### src/rtl/oam_dma_if.sv
// ---------------------------------------------------------------------------
// oam_dma_if
//
// Bundles the signals of the OAM DMA engine. These are the CPU register port
// for FF46, the system-bus read port through the memory arbiter, and the
// writer side of the OAM port.
//
// Handshake semantics: there is no valid/ready pair here. Every transfer is
// qualified by the shared T-cycle enable ce_cpu, which is not part of this
// bundle.
//   - A CPU register write takes effect only on a strobe where
//     ce_cpu & cpu_sel & cpu_wr are all high.
//   - A bus read is requested whenever dma_rd is high.
//     dma_rd_data must be valid by the phase-3 strobe of the M-cycle,
//     and it is consumed only on that strobe.
//   - An OAM byte is written on a strobe where ce_cpu & oam_wr are both high.
//
// Modports:
//   master - the DMA engine (drives reg_do, dma_*, oam_*)
//   slave  - the surrounding system (CPU decode, arbiter/memory, OAM block)
// ---------------------------------------------------------------------------
interface oam_dma_if;
    // CPU register port
    logic        cpu_sel;      // CPU addresses FF46
    logic        cpu_wr;       // CPU write strobe
    logic [7:0]  cpu_di;       // CPU write data (source page)
    logic [7:0]  reg_do;       // FF46 readback

    // System bus read port
    logic        dma_active;   // transfer in progress; arbiter blocks CPU
    logic        dma_rd;       // bus read request
    logic [15:0] dma_rd_addr;  // bus read address
    logic [7:0]  dma_rd_data;  // bus read data

    // OAM write port
    logic        oam_wr;       // OAM write, qualified by ce_cpu downstream
    logic [7:0]  oam_addr;     // OAM byte address
    logic [7:0]  oam_di;       // OAM write data

    modport master (
        input  cpu_sel, cpu_wr, cpu_di, dma_rd_data,
        output reg_do, dma_active, dma_rd, dma_rd_addr,
               oam_wr, oam_addr, oam_di
    );

    modport slave (
        output cpu_sel, cpu_wr, cpu_di, dma_rd_data,
        input  reg_do, dma_active, dma_rd, dma_rd_addr,
               oam_wr, oam_addr, oam_di
    );
endinterface

### src/rtl/oam_dma.sv
// ---------------------------------------------------------------------------
// oam_dma
//
// OAM DMA engine. A CPU write to FF46 copies DMA_LEN bytes from page
// {page, 8'h00} into OAM at one byte per M-cycle. An M-cycle is four ce_cpu
// strobes.
//
// Ports:
//   clk        system clock
//   reset_n    asynchronous active-low reset
//   ce_cpu     T-cycle clock enable; all state holds while it is low
//   bus        oam_dma_if.master (CPU FF46 port, bus read port, OAM write port)
//   state_dbg  current FSM state (0 = IDLE, 1 = SETUP, 2 = XFER)
//
// Flow: IDLE -> SETUP (four strobes) -> XFER (DMA_LEN M-cycles) -> IDLE.
//
// A write to FF46 during XFER schedules a restart four strobes later. The
// restart takes effect on the next phase-3 strobe once the countdown has
// expired. If the old transfer ends before that point, the engine drops
// back into SETUP with the remaining countdown.
// ---------------------------------------------------------------------------
module oam_dma #(
    parameter int DMA_LEN = 160
) (
    input  logic       clk,
    input  logic       reset_n,
    input  logic       ce_cpu,
    oam_dma_if.master  bus,
    output logic [1:0] state_dbg
);

    typedef enum logic [1:0] {
        S_IDLE  = 2'd0,
        S_SETUP = 2'd1,
        S_XFER  = 2'd2
    } state_t;

    localparam logic [7:0] LAST_IDX   = 8'(DMA_LEN - 1);
    localparam logic [2:0] DELAY_LOAD = 3'd4;

    // Registered state
    state_t     state_q;
    logic [7:0] reg_q;
    logic [7:0] src_q;
    logic [7:0] idx_q;
    logic [1:0] phase_q;
    logic [2:0] setup_q;
    logic [2:0] rcnt_q;
    logic       rpend_q;

    // Next-state values
    state_t     state_d;
    logic [7:0] reg_d;
    logic [7:0] src_d;
    logic [7:0] idx_d;
    logic [1:0] phase_d;
    logic [2:0] setup_d;
    logic [2:0] rcnt_d;
    logic       rpend_d;

    // Helpers
    logic       wr_acc;
    logic [2:0] setup_dec;
    logic [2:0] rcnt_dec;
    logic       restart_due;
    logic [7:0] src_eff;

    assign wr_acc = ce_cpu & bus.cpu_sel & bus.cpu_wr;

    // Both countdowns saturate at zero so that a stale value cannot wrap.
    assign setup_dec = (setup_q != 3'd0) ? setup_q - 3'd1 : 3'd0;
    assign rcnt_dec  = (rcnt_q  != 3'd0) ? rcnt_q  - 3'd1 : 3'd0;

    // This strobe's decrement counts toward the restart deadline.
    assign restart_due = rpend_q & (rcnt_dec == 3'd0);

    // Echo RAM pages (E0..FF) alias onto WRAM (C0..DF). Because src_q is at
    // least E0 when 20 is subtracted, the 8-bit subtraction cannot borrow.
    assign src_eff = (src_q >= 8'hE0) ? src_q - 8'h20 : src_q;

    // -----------------------------------------------------------------------
    // State register
    // -----------------------------------------------------------------------
    always_ff @(posedge clk or negedge reset_n) begin
        if (!reset_n) begin
            state_q <= S_IDLE;
            reg_q   <= 8'h00;
            src_q   <= 8'h00;
            idx_q   <= 8'h00;
            phase_q <= 2'd0;
            setup_q <= 3'd0;
            rcnt_q  <= 3'd0;
            rpend_q <= 1'b0;
        end else begin
            state_q <= state_d;
            reg_q   <= reg_d;
            src_q   <= src_d;
            idx_q   <= idx_d;
            phase_q <= phase_d;
            setup_q <= setup_d;
            rcnt_q  <= rcnt_d;
            rpend_q <= rpend_d;
        end
    end

    // -----------------------------------------------------------------------
    // Next-state logic
    // -----------------------------------------------------------------------
    always_comb begin
        state_d = state_q;
        reg_d   = reg_q;
        src_d   = src_q;
        idx_d   = idx_q;
        phase_d = phase_q;
        setup_d = setup_q;
        rcnt_d  = rcnt_q;
        rpend_d = rpend_q;

        if (ce_cpu) begin
            // Autonomous progress of the current state
            case (state_q)
                S_IDLE: begin
                end

                S_SETUP: begin
                    setup_d = setup_dec;
                    if (setup_dec == 3'd0) begin
                        state_d = S_XFER;
                        src_d   = reg_q;
                        idx_d   = 8'h00;
                        phase_d = 2'd0;
                    end
                end

                S_XFER: begin
                    phase_d = phase_q + 2'd1;
                    rcnt_d  = rcnt_dec;
                    if (phase_q == 2'd3) begin
                        // This strobe writes the byte at the current idx/src.
                        // The bookkeeping below affects only the next M-cycle.
                        if (restart_due) begin
                            idx_d   = 8'h00;
                            src_d   = reg_q;
                            rpend_d = 1'b0;
                        end else if (idx_q == LAST_IDX) begin
                            if (rpend_q) begin
                                // Old copy ended before the restart deadline.
                                // Wait out the remainder in SETUP.
                                state_d = S_SETUP;
                                setup_d = rcnt_dec;
                                phase_d = 2'd0;
                                rpend_d = 1'b0;
                            end else begin
                                state_d = S_IDLE;
                            end
                        end else begin
                            idx_d = idx_q + 8'h01;
                        end
                    end
                end

                default: begin
                    state_d = S_IDLE;
                end
            endcase

            // A register write lands on top of whatever state results from
            // the progress above.
            if (wr_acc) begin
                reg_d = bus.cpu_di;
                case (state_d)
                    S_IDLE: begin
                        state_d = S_SETUP;
                        setup_d = DELAY_LOAD;
                        phase_d = 2'd0;
                    end
                    S_SETUP: begin
                        setup_d = DELAY_LOAD;
                    end
                    S_XFER: begin
                        rpend_d = 1'b1;
                        rcnt_d  = DELAY_LOAD;
                    end
                    default: begin
                    end
                endcase
            end
        end
    end

    // -----------------------------------------------------------------------
    // Output logic
    // -----------------------------------------------------------------------
    always_comb begin
        bus.reg_do      = reg_q;
        bus.dma_active  = (state_q == S_XFER);
        bus.dma_rd      = (state_q == S_XFER);
        bus.dma_rd_addr = {src_eff, idx_q};
        bus.oam_wr      = (state_q == S_XFER) && (phase_q == 2'd3);
        bus.oam_addr    = idx_q;
        bus.oam_di      = bus.dma_rd_data;
        state_dbg       = state_q;
    end

endmodule
### src/flat_wrapper.sv
// flat-port wrapper written by rule: the top's interface ports become plain ports
module oam_dma_flat 
#(
    parameter int DMA_LEN = 160
)
  (clk, reset_n, ce_cpu, state_dbg, bus_cpu_sel, bus_cpu_wr, bus_cpu_di, bus_dma_rd_data, bus_reg_do, bus_dma_active, bus_dma_rd, bus_dma_rd_addr, bus_oam_wr, bus_oam_addr, bus_oam_di);
  oam_dma_if bus_i ();
  input  logic clk;
  input  logic reset_n;
  input  logic ce_cpu;
  output logic [1:0] state_dbg;
  input wire logic [$bits(bus_i.cpu_sel)-1:0] bus_cpu_sel;
  input wire logic [$bits(bus_i.cpu_wr)-1:0] bus_cpu_wr;
  input wire logic [$bits(bus_i.cpu_di)-1:0] bus_cpu_di;
  input wire logic [$bits(bus_i.dma_rd_data)-1:0] bus_dma_rd_data;
  output wire logic [$bits(bus_i.reg_do)-1:0] bus_reg_do;
  output wire logic [$bits(bus_i.dma_active)-1:0] bus_dma_active;
  output wire logic [$bits(bus_i.dma_rd)-1:0] bus_dma_rd;
  output wire logic [$bits(bus_i.dma_rd_addr)-1:0] bus_dma_rd_addr;
  output wire logic [$bits(bus_i.oam_wr)-1:0] bus_oam_wr;
  output wire logic [$bits(bus_i.oam_addr)-1:0] bus_oam_addr;
  output wire logic [$bits(bus_i.oam_di)-1:0] bus_oam_di;
  assign bus_i.cpu_sel = bus_cpu_sel;
  assign bus_i.cpu_wr = bus_cpu_wr;
  assign bus_i.cpu_di = bus_cpu_di;
  assign bus_i.dma_rd_data = bus_dma_rd_data;
  assign bus_reg_do = bus_i.reg_do;
  assign bus_dma_active = bus_i.dma_active;
  assign bus_dma_rd = bus_i.dma_rd;
  assign bus_dma_rd_addr = bus_i.dma_rd_addr;
  assign bus_oam_wr = bus_i.oam_wr;
  assign bus_oam_addr = bus_i.oam_addr;
  assign bus_oam_di = bus_i.oam_di;
  oam_dma #(.DMA_LEN(DMA_LEN)) u_core (.clk(clk), .reset_n(reset_n), .ce_cpu(ce_cpu), .bus(bus_i), .state_dbg(state_dbg));
endmodule
### config.mk
export PLATFORM = sky130hd
export DESIGN_NAME = oam_dma_flat
export DESIGN_NICKNAME = d
export VERILOG_FILES = /design/src/rtl/oam_dma_if.sv /design/src/rtl/oam_dma.sv /design/src/flat_wrapper.sv
export SDC_FILE = /design/constraint.sdc
export NUM_CORES = 1
export LEC_CHECK = 0
export ABC_AREA = 1
export ABC_CLOCK_PERIOD_IN_PS = 2000
export CORE_UTILIZATION = 35
export DETAILED_ROUTE_END_ITERATION = 16
export SYNTH_ARGS = -nofsm -noshare
export SYNTH_HDL_FRONTEND = slang
export SYNTH_SLANG_ARGS = --single-unit
export TNS_END_PERCENT = 5
### constraint.sdc
create_clock -name clk -period 2 [get_ports clk]
set_clock_uncertainty 0.05 [all_clocks]
set_input_delay 0.4 -clock clk [delete_from_list [all_inputs] [get_ports clk]]
set_output_delay 0.4 -clock clk [all_outputs]
set_load 0.02 [all_outputs]
==> flow_summary.ini, run 1 <==
[place]
placed_cells = 411
port_buffers = 49
detailedPlacementHpwl_um = 3669
dpl_cell_area_mm2 = 0.002691
globalplace.congestion = 0.8206

[synth]
yosys.cell_types.count = 28
synthesis.area_mm2 = 0.002201
ys_ff_latch = 35
synth_instances = 300
syn-num-nets = 328
post_synth.cell_area_avg_um2 = 7.336
synthesis.yosys.warnings = 0
yosysSeqAreaShare_pct = 39.80

[layout]
final_util_pct = 46.43
stdcell_area_mm2 = 0.002781
filler_cell_count = 583
multi_input_area_um2 = 991.0
n_antenna_cell = 0
final_cell_count_no_fill = 419
ff_latch_area_um2 = 875.8
net_count_of_the_finished_layout = 371
drive_above_1_share_pct = 11.63
area_growth_pct = 26.38

[worst_setup_path]
worstPathRequired_ns = 1.55
critPathLaunchType = register
crit_fanout = 3
worst_path_class_setup = register to output port
worst_reg2reg_setup_slack_ns = 0.18
crit_path_end_kind = output port
timing.critical_path.arrival_ns = 1.46

[power]
ir_worst_vdd_mv = 0.5297
pwr-share-clk_pct = 13.7
power_share_of_the_combinational_group_pct = 53.7
net-switching-power_mw = 1.686
pwr-share-seq_pct = 32.6
fin_total_pwr_mw = 3.757
internal_power_mw = 2.072
switching_share_pct = 44.86
power.density_mw_per_mm2 = 1351
total_leakage_power_nw = 1.346

[timing]
timing.slew.headroom_pct = 63.22
setup_viol_count_final = 0
drv_slew = 0
timing_worst_slew_pin_value_ns = 0.5475
final_min_period_over_clock_period_pct = 95.62
rsz0062_at_grt = no
final_period_minus_worst_setup_slack_ns = 1.912
hold_viol = 0
max_freq_mhz = 522.9

[grt]
antenna_found_initial = 0
globalRouteTotalUtil_pct = 16.46
grt_start_max_net_pins = 36
grt_first_pass_wirelength_um = 8190
grt.overflow.total = 0
first_global_vias = 1783

[clock_network]
worst_skew_pair.late_latency_ns = 0.29
htree_levels = 2
clkTransAtPathRegs_ns = 0.08
cts_root_buffer = sky130_fd_sc_hd__clkbuf_8
number_of_buffers_on_the_longest_clock_path = 2
ctsHoldBuffers = 0
tritoncts_clock_tree = done
cts_inserted_buffers = 5
cts.sinks = 35
post-cts-setup-buffer-count = 0

[route]
routed_length_on_met3_um = 224
m1WireLength_um = 2471
first_iter_violations = 76
via_per_inst = 4.654
vias = 1950
first_pass_iters = 4
met2RoutedLength_um = 2174
routedWlPerCell_um = 11.81
dr.max_layer_used = met4
drt-total-wl_um = 4949
antenna_violating_nets_post_route = 0
route.detailed.drc = 0

[outcome]
run_status = complete, no violations

[die]
initial_core_util_pct = 36.74
die_y_um = 81.30
floorplan.core_area_mm2 = 0.005991
die_area_mm2 = 0.006610
die-width_um = 81.30
row_count = 28
io-pin-count = 66

[worst_hold_path]
hold_path.class = register to register

[job]
max_cap_viol_count = 0
-- kinds of logic (layout without fill, tap and decap cells) --
| family | after synthesis | count (layout) | synth area share (%) |
|---|---|---|---|
| DFF | 35 | 35 | 39.80 |
| and+or+nand+nor | 154 | 154 | 30.19 |
| muxes | 1 | 1 | 0.4548 |
| buffers and inverters | 66 | 110 | 15.86 |
| xor gates and xnor gates | 2 | 2 | 0.7961 |
| AOI/OAI and AO/OA | 35 | 35 | 8.926 |
| adders and majority gates | 7 | 7 | 3.979 |
-- Yosys cell counts --
library cell                 n  share of area (%)
sky130_fd_sc_hd__clkinv_1    1               0.17
sky130_fd_sc_hd__clkbuf_1    2               0.34
sky130_fd_sc_hd__or2_2       1               0.28
sky130_fd_sc_hd__mux2i_1     1               0.45
sky130_fd_sc_hd__nor2_4      2                1.0
sky130_fd_sc_hd__nand2_2     3               0.85
sky130_fd_sc_hd__a32o_1      1               0.45
sky130_fd_sc_hd__nand3_1    17                3.9
sky130_fd_sc_hd__nand2_1   102                 17
sky130_fd_sc_hd__inv_2       3               0.51
sky130_fd_sc_hd__nor3_2      1               0.45
sky130_fd_sc_hd__xor2_1      2               0.80
sky130_fd_sc_hd__ha_1        7                4.0
sky130_fd_sc_hd__a21oi_4     1               0.74
sky130_fd_sc_hd__o211ai_1    1               0.34
sky130_fd_sc_hd__nor3_1      4               0.91
sky130_fd_sc_hd__inv_1      34                5.8
sky130_fd_sc_hd__o21ai_1     3               0.68
sky130_fd_sc_hd__nand3_2     2               0.91
sky130_fd_sc_hd__a211oi_1    1               0.34
sky130_fd_sc_hd__o21ai_0    15                3.4
sky130_fd_sc_hd__nand4_1     3               0.85
sky130_fd_sc_hd__nand4_2     1               0.57
sky130_fd_sc_hd__buf_6       1               0.51
sky130_fd_sc_hd__buf_4      25                8.5
sky130_fd_sc_hd__a21oi_1    13                3.0
sky130_fd_sc_hd__dfrtp_1    35                 40
sky130_fd_sc_hd__nor2_1     18                3.1
-- cells in the final DEF (no fill, tap or decap), types with 2 or more instances in the layout --
cell type / netlist / layout
sky130_fd_sc_hd__nand3_1: 17 / 17
sky130_fd_sc_hd__nand2_1: 102 / 102
sky130_fd_sc_hd__dfrtp_1: 35 / 35
sky130_fd_sc_hd__inv_2: 3 / 4
sky130_fd_sc_hd__nor2_4: 2 / 2
sky130_fd_sc_hd__nand2_2: 3 / 3
sky130_fd_sc_hd__inv_1: 34 / 33
sky130_fd_sc_hd__o21ai_1: 3 / 3
sky130_fd_sc_hd__nand4_1: 3 / 3
sky130_fd_sc_hd__buf_4: 25 / 15
sky130_fd_sc_hd__nand3_2: 2 / 2
sky130_fd_sc_hd__a21oi_1: 13 / 13
sky130_fd_sc_hd__clkbuf_8: 0 / 5
sky130_fd_sc_hd__nor2_1: 18 / 17
sky130_fd_sc_hd__xor2_1: 2 / 2
sky130_fd_sc_hd__dlygate4sd2_1: 0 / 4
sky130_fd_sc_hd__ha_1: 7 / 6
sky130_fd_sc_hd__o21ai_0: 15 / 15
sky130_fd_sc_hd__clkdlybuf4s50_1: 0 / 44
sky130_fd_sc_hd__nor3_1: 4 / 4
-- flip-flops by register name, summed over array words and instances (netlist names) --
register	count
u_core.phase_q	2
u_core.bus.oam_addr	8
u_core.setup_q	3
u_core.state_dbg	2
u_core.rpend_q	1
u_core.bus.reg_do	8
u_core.src_q	8
u_core.rcnt_q	3
-- cell type report --
type | count | share of cell area [%]
multi-input combinational | 199 | 35.63
sequential | 35 | 31.49
timing repair buffer | 64 | 21.32
inverter | 38 | 5.128
tap | 75 | 3.374
clock buffer | 6 | 2.609
clock inverter | 2 | 0.4498
-- power groups by stage --
stage	Sequential [mW]	Combinational (mW)	Clock [mW]
2_1_floorplan	1.32	1.28	0
3_3_place_gp	1.23	2.01	0
3_5_place_dp	1.23	2.03	0
4_1_cts	1.22	2.02	0.535
5_1_grt	1.27	2.26	0.557
6_report	1.23	2.02	0.515
-- stage by stage --
stage	hold slack, ns	worst slack [ns]	TNS (ns)
3_5_place_dp	0.4274	0.06988	0
4_1_cts	0.4473	0.01929	0
2_1_floorplan	0.05441	-0.06397	-0.08146
5_1_grt	0.4713	0.0006175	0
3_3_place_gp	0.4313	0.09849	0
6_report	0.4391	0.08766	0
-- repair_timing --
| action | 4_1_cts | 5_1_grt |
|---|---|---|
| gates resized for setup | 5 | 6 |
| setup endpoints to repair | 5 | 17 |
| pin swaps | 0 | 2 |
-- worst paths after layout --
| kind | startpoint | end | cells after the start |
|---|---|---|---|
| setup / recovery | u_core.state_dbg[1] | state_dbg[1] | 2 |
| hold / removal | u_core.src_q[1] | u_core.src_q[1] | 2 |
| setup reg to reg | u_core.state_dbg[1] | u_core.bus.oam_addr[4] | 10 |
| hold reg to reg | u_core.src_q[1] | u_core.src_q[1] | 2 |
| max in group asynchronous | reset_n | u_core.rpend_q | 2 |
| min in group asynchronous | reset_n | u_core.setup_q[1] | 2 |
-- worst max-delay path, cell delays in order, from the launching register on --
cell and delay (ns):
sky130_fd_sc_hd__dfrtp_1 0.42, sky130_fd_sc_hd__buf_4 0.15, sky130_fd_sc_hd__clkdlybuf4s50_1 0.60
-- layer usage --
layer / GRT usage [%] / vias up
li1: - / 1000
met1: 22.00 / 891
met2: 25.67 / 53
met3: 3.483 / 6
met4: 6.607 / 0
met5: 0 / -
No activity file was read; power rests on OpenSTA's default activity.
==> run 2, diff against run 1 <==
- CTS_BUF_LIST: default -> sky130_fd_sc_hd__clkbuf_4 sky130_fd_sc_hd__clkbuf_8
- GPL_ROUTABILITY_DRIVEN: default -> 0
- TNS_END_PERCENT: 5 -> default
==> run 2 against run 1 <==
Non-clock buffer count fell by 2. Cell count fell by 0.48%. Clock power rose by 3%. Count of clock-buffer cells in the layout fell by 1. Combinational power barely moved. Power rose by 0.63%. Core utilization rose by 0.17 points. Setup slack improved by 0.010 ns. First-iteration DRC count rose by 3.9%. Flip-flop and latch count did not move. Critical path depth did not move. Final area rose by 0.36%. Critical path type unchanged. Largest power group unchanged.
==> flow_summary.ini, run 2 (same netlist as run 1, synthesis figures left out) <==
[outcome]
run_status = complete, no violations

[worst_setup_path]
worstPathCellList = buf_4 > clkdlybuf4s50_1
worst_reg2reg_endpoint = u_core.bus.oam_addr[4]
worst_reg2reg_setup_slack_ns = 0.17
critPathLaunchType = register
timing.critical_path.arrival_ns = 1.45
crit_slowest_cell = sky130_fd_sc_hd__clkdlybuf4s50_1
r2r_start = u_core.state_dbg[1]
crit_path_end_kind = output port
crit_fanout = 4
worstPathRequired_ns = 1.55
worst_path_class_setup = register to output port
reg2regPathDepth = 11
critPathMaxStageDelay_ns = 0.61

[grt]
first_global_vias = 1749
grt_first_pass_wirelength_um = 8162
antenna_found_initial = 0
grt.overflow.total = 0
grt_start_max_net_pins = 36
globalRouteTotalUtil_pct = 16.35

[clock_network]
post-cts-setup-buffer-count = 0
cts.sinks = 35
number_of_buffers_on_the_longest_clock_path = 2
clkTransAtPathRegs_ns = 0.08
tritoncts_clock_tree = done
cts_root_buffer = sky130_fd_sc_hd__clkbuf_8
worst_skew_pair.late_latency_ns = 0.29
ctsHoldBuffers = 0
htree_levels = 2
cts_inserted_buffers = 5

[route]
vias = 1924
routedWlPerCell_um = 11.88
via_per_inst = 4.614
routed_length_on_met3_um = 234
drt-total-wl_um = 4953
dr.max_layer_used = met4
first_iter_violations = 79
met2RoutedLength_um = 2251
route.detailed.drc = 0
m1WireLength_um = 2418
antenna_violating_nets_post_route = 0
first_pass_iters = 4

[place]
detailedPlacementHpwl_um = 3716
port_buffers = 49

[timing]
timing.slew.headroom_pct = 65.34
finalHoldWorstSlack_ns = 0.4393
timing_worst_slew_pin_value_ns = 0.5159
accumulated_negative_setup_slack_ns = 0
final_period_minus_worst_setup_slack_ns = 1.902
max_freq_mhz = 525.7
setup_viol_count_final = 0
rsz0062_at_grt = no
final_min_period_over_clock_period_pct = 95.10
hold_viol = 0
drv_slew = 0

[worst_hold_path]
worst_min_delay_path_endpoint = u_core.src_q[0]
worst_hold_path.num_cells = 2
min_from = u_core.src_q[0]
hold_path.class = register to register

[power]
total_leakage_power_nw = 1.346
ir_worst_vdd_mv = 0.4577
power.density_mw_per_mm2 = 1355

[die]
floorplan.core_area_mm2 = 0.005991
die-width_um = 81.30
die_y_um = 81.30
row_count = 28
io-pin-count = 66
initial_core_util_pct = 36.74
die_area_mm2 = 0.006610

[job]
max_cap_viol_count = 0

[layout]
most_common_cell_after_layout_fill_and_taps_aside = sky130_fd_sc_hd__nand2_1
mostFrequentLayoutCells = sky130_fd_sc_hd__nand2_1 (102), sky130_fd_sc_hd__clkdlybuf4s50_1 (43), sky130_fd_sc_hd__dfrtp_1 (35)
drive_above_1_share_pct = 11.40
area_growth_pct = 26.83
net_count_of_the_finished_layout = 369
n_antenna_cell = 0
## run 2: timing repair
| item | CTS | global route |
|---|---|---|
| endpoints found under the setup margin | 5 | 21 |
| pin swaps | 0 | 1 |
| resized for setup | 6 | 8 |
## run 2: critical path: cells and delay by family, from the launching register on
kind                   cells  cell delay [ns]
DFF                        1             0.41
buffers and inverters      2             0.76
## run 2: where the power goes
part	switching [mW]	internal, mW
clock network	0.282	0.249
logic	1.15	0.870
registers	0.275	0.958
total	1.70	2.08
## run 2: per-stage QoR
stage	power [mW]	worst slack, ns	instance area, um^2	util, %	std cells
2_1_floorplan	2.598	0.004345	2205	-	300
3_3_place_gp	3.236	0.1087	2679	44.72	409
3_5_place_dp	3.252	0.06285	2679	44.72	409
4_1_cts	3.788	0.02446	2766	46.18	417
5_1_grt	4.113	0.01354	2791	46.60	417
6_report	3.781	0.09795	2791	46.60	417
## run 2: how the worst max path moves through the flow
stage,from,to,cells after the start
6_report,u_core.state_dbg[1],state_dbg[1],2
5_1_grt,u_core.src_q[5],bus_dma_rd_addr[15],6
3_5_place_dp,u_core.src_q[5],bus_dma_rd_addr[14],6
4_1_cts,u_core.state_dbg[0],bus_dma_rd,4
2_1_floorplan,u_core.state_dbg[0],u_core.bus.oam_addr[5],11
3_3_place_gp,u_core.src_q[5],bus_dma_rd_addr[14],6
## run 2: per-layer routing
metal	up-vias	track usage (%)
li1	1000	-
met1	871	21.89
met2	51	24.83
met3	2	3.258
met4	0	8.214
met5	-	0
## run 2: layout make-up
cell class / instances / area, um^2
clock buffers: 5 / 68.82
clock inverters: 3 / 23.77
fillers: 610 / 3199
inverters: 38 / 142.6
multi-input cells: 199 / 1001
flip-flops and latches: 35 / 875.8
well taps: 75 / 93.84
repair buffers: 62 / 585.6
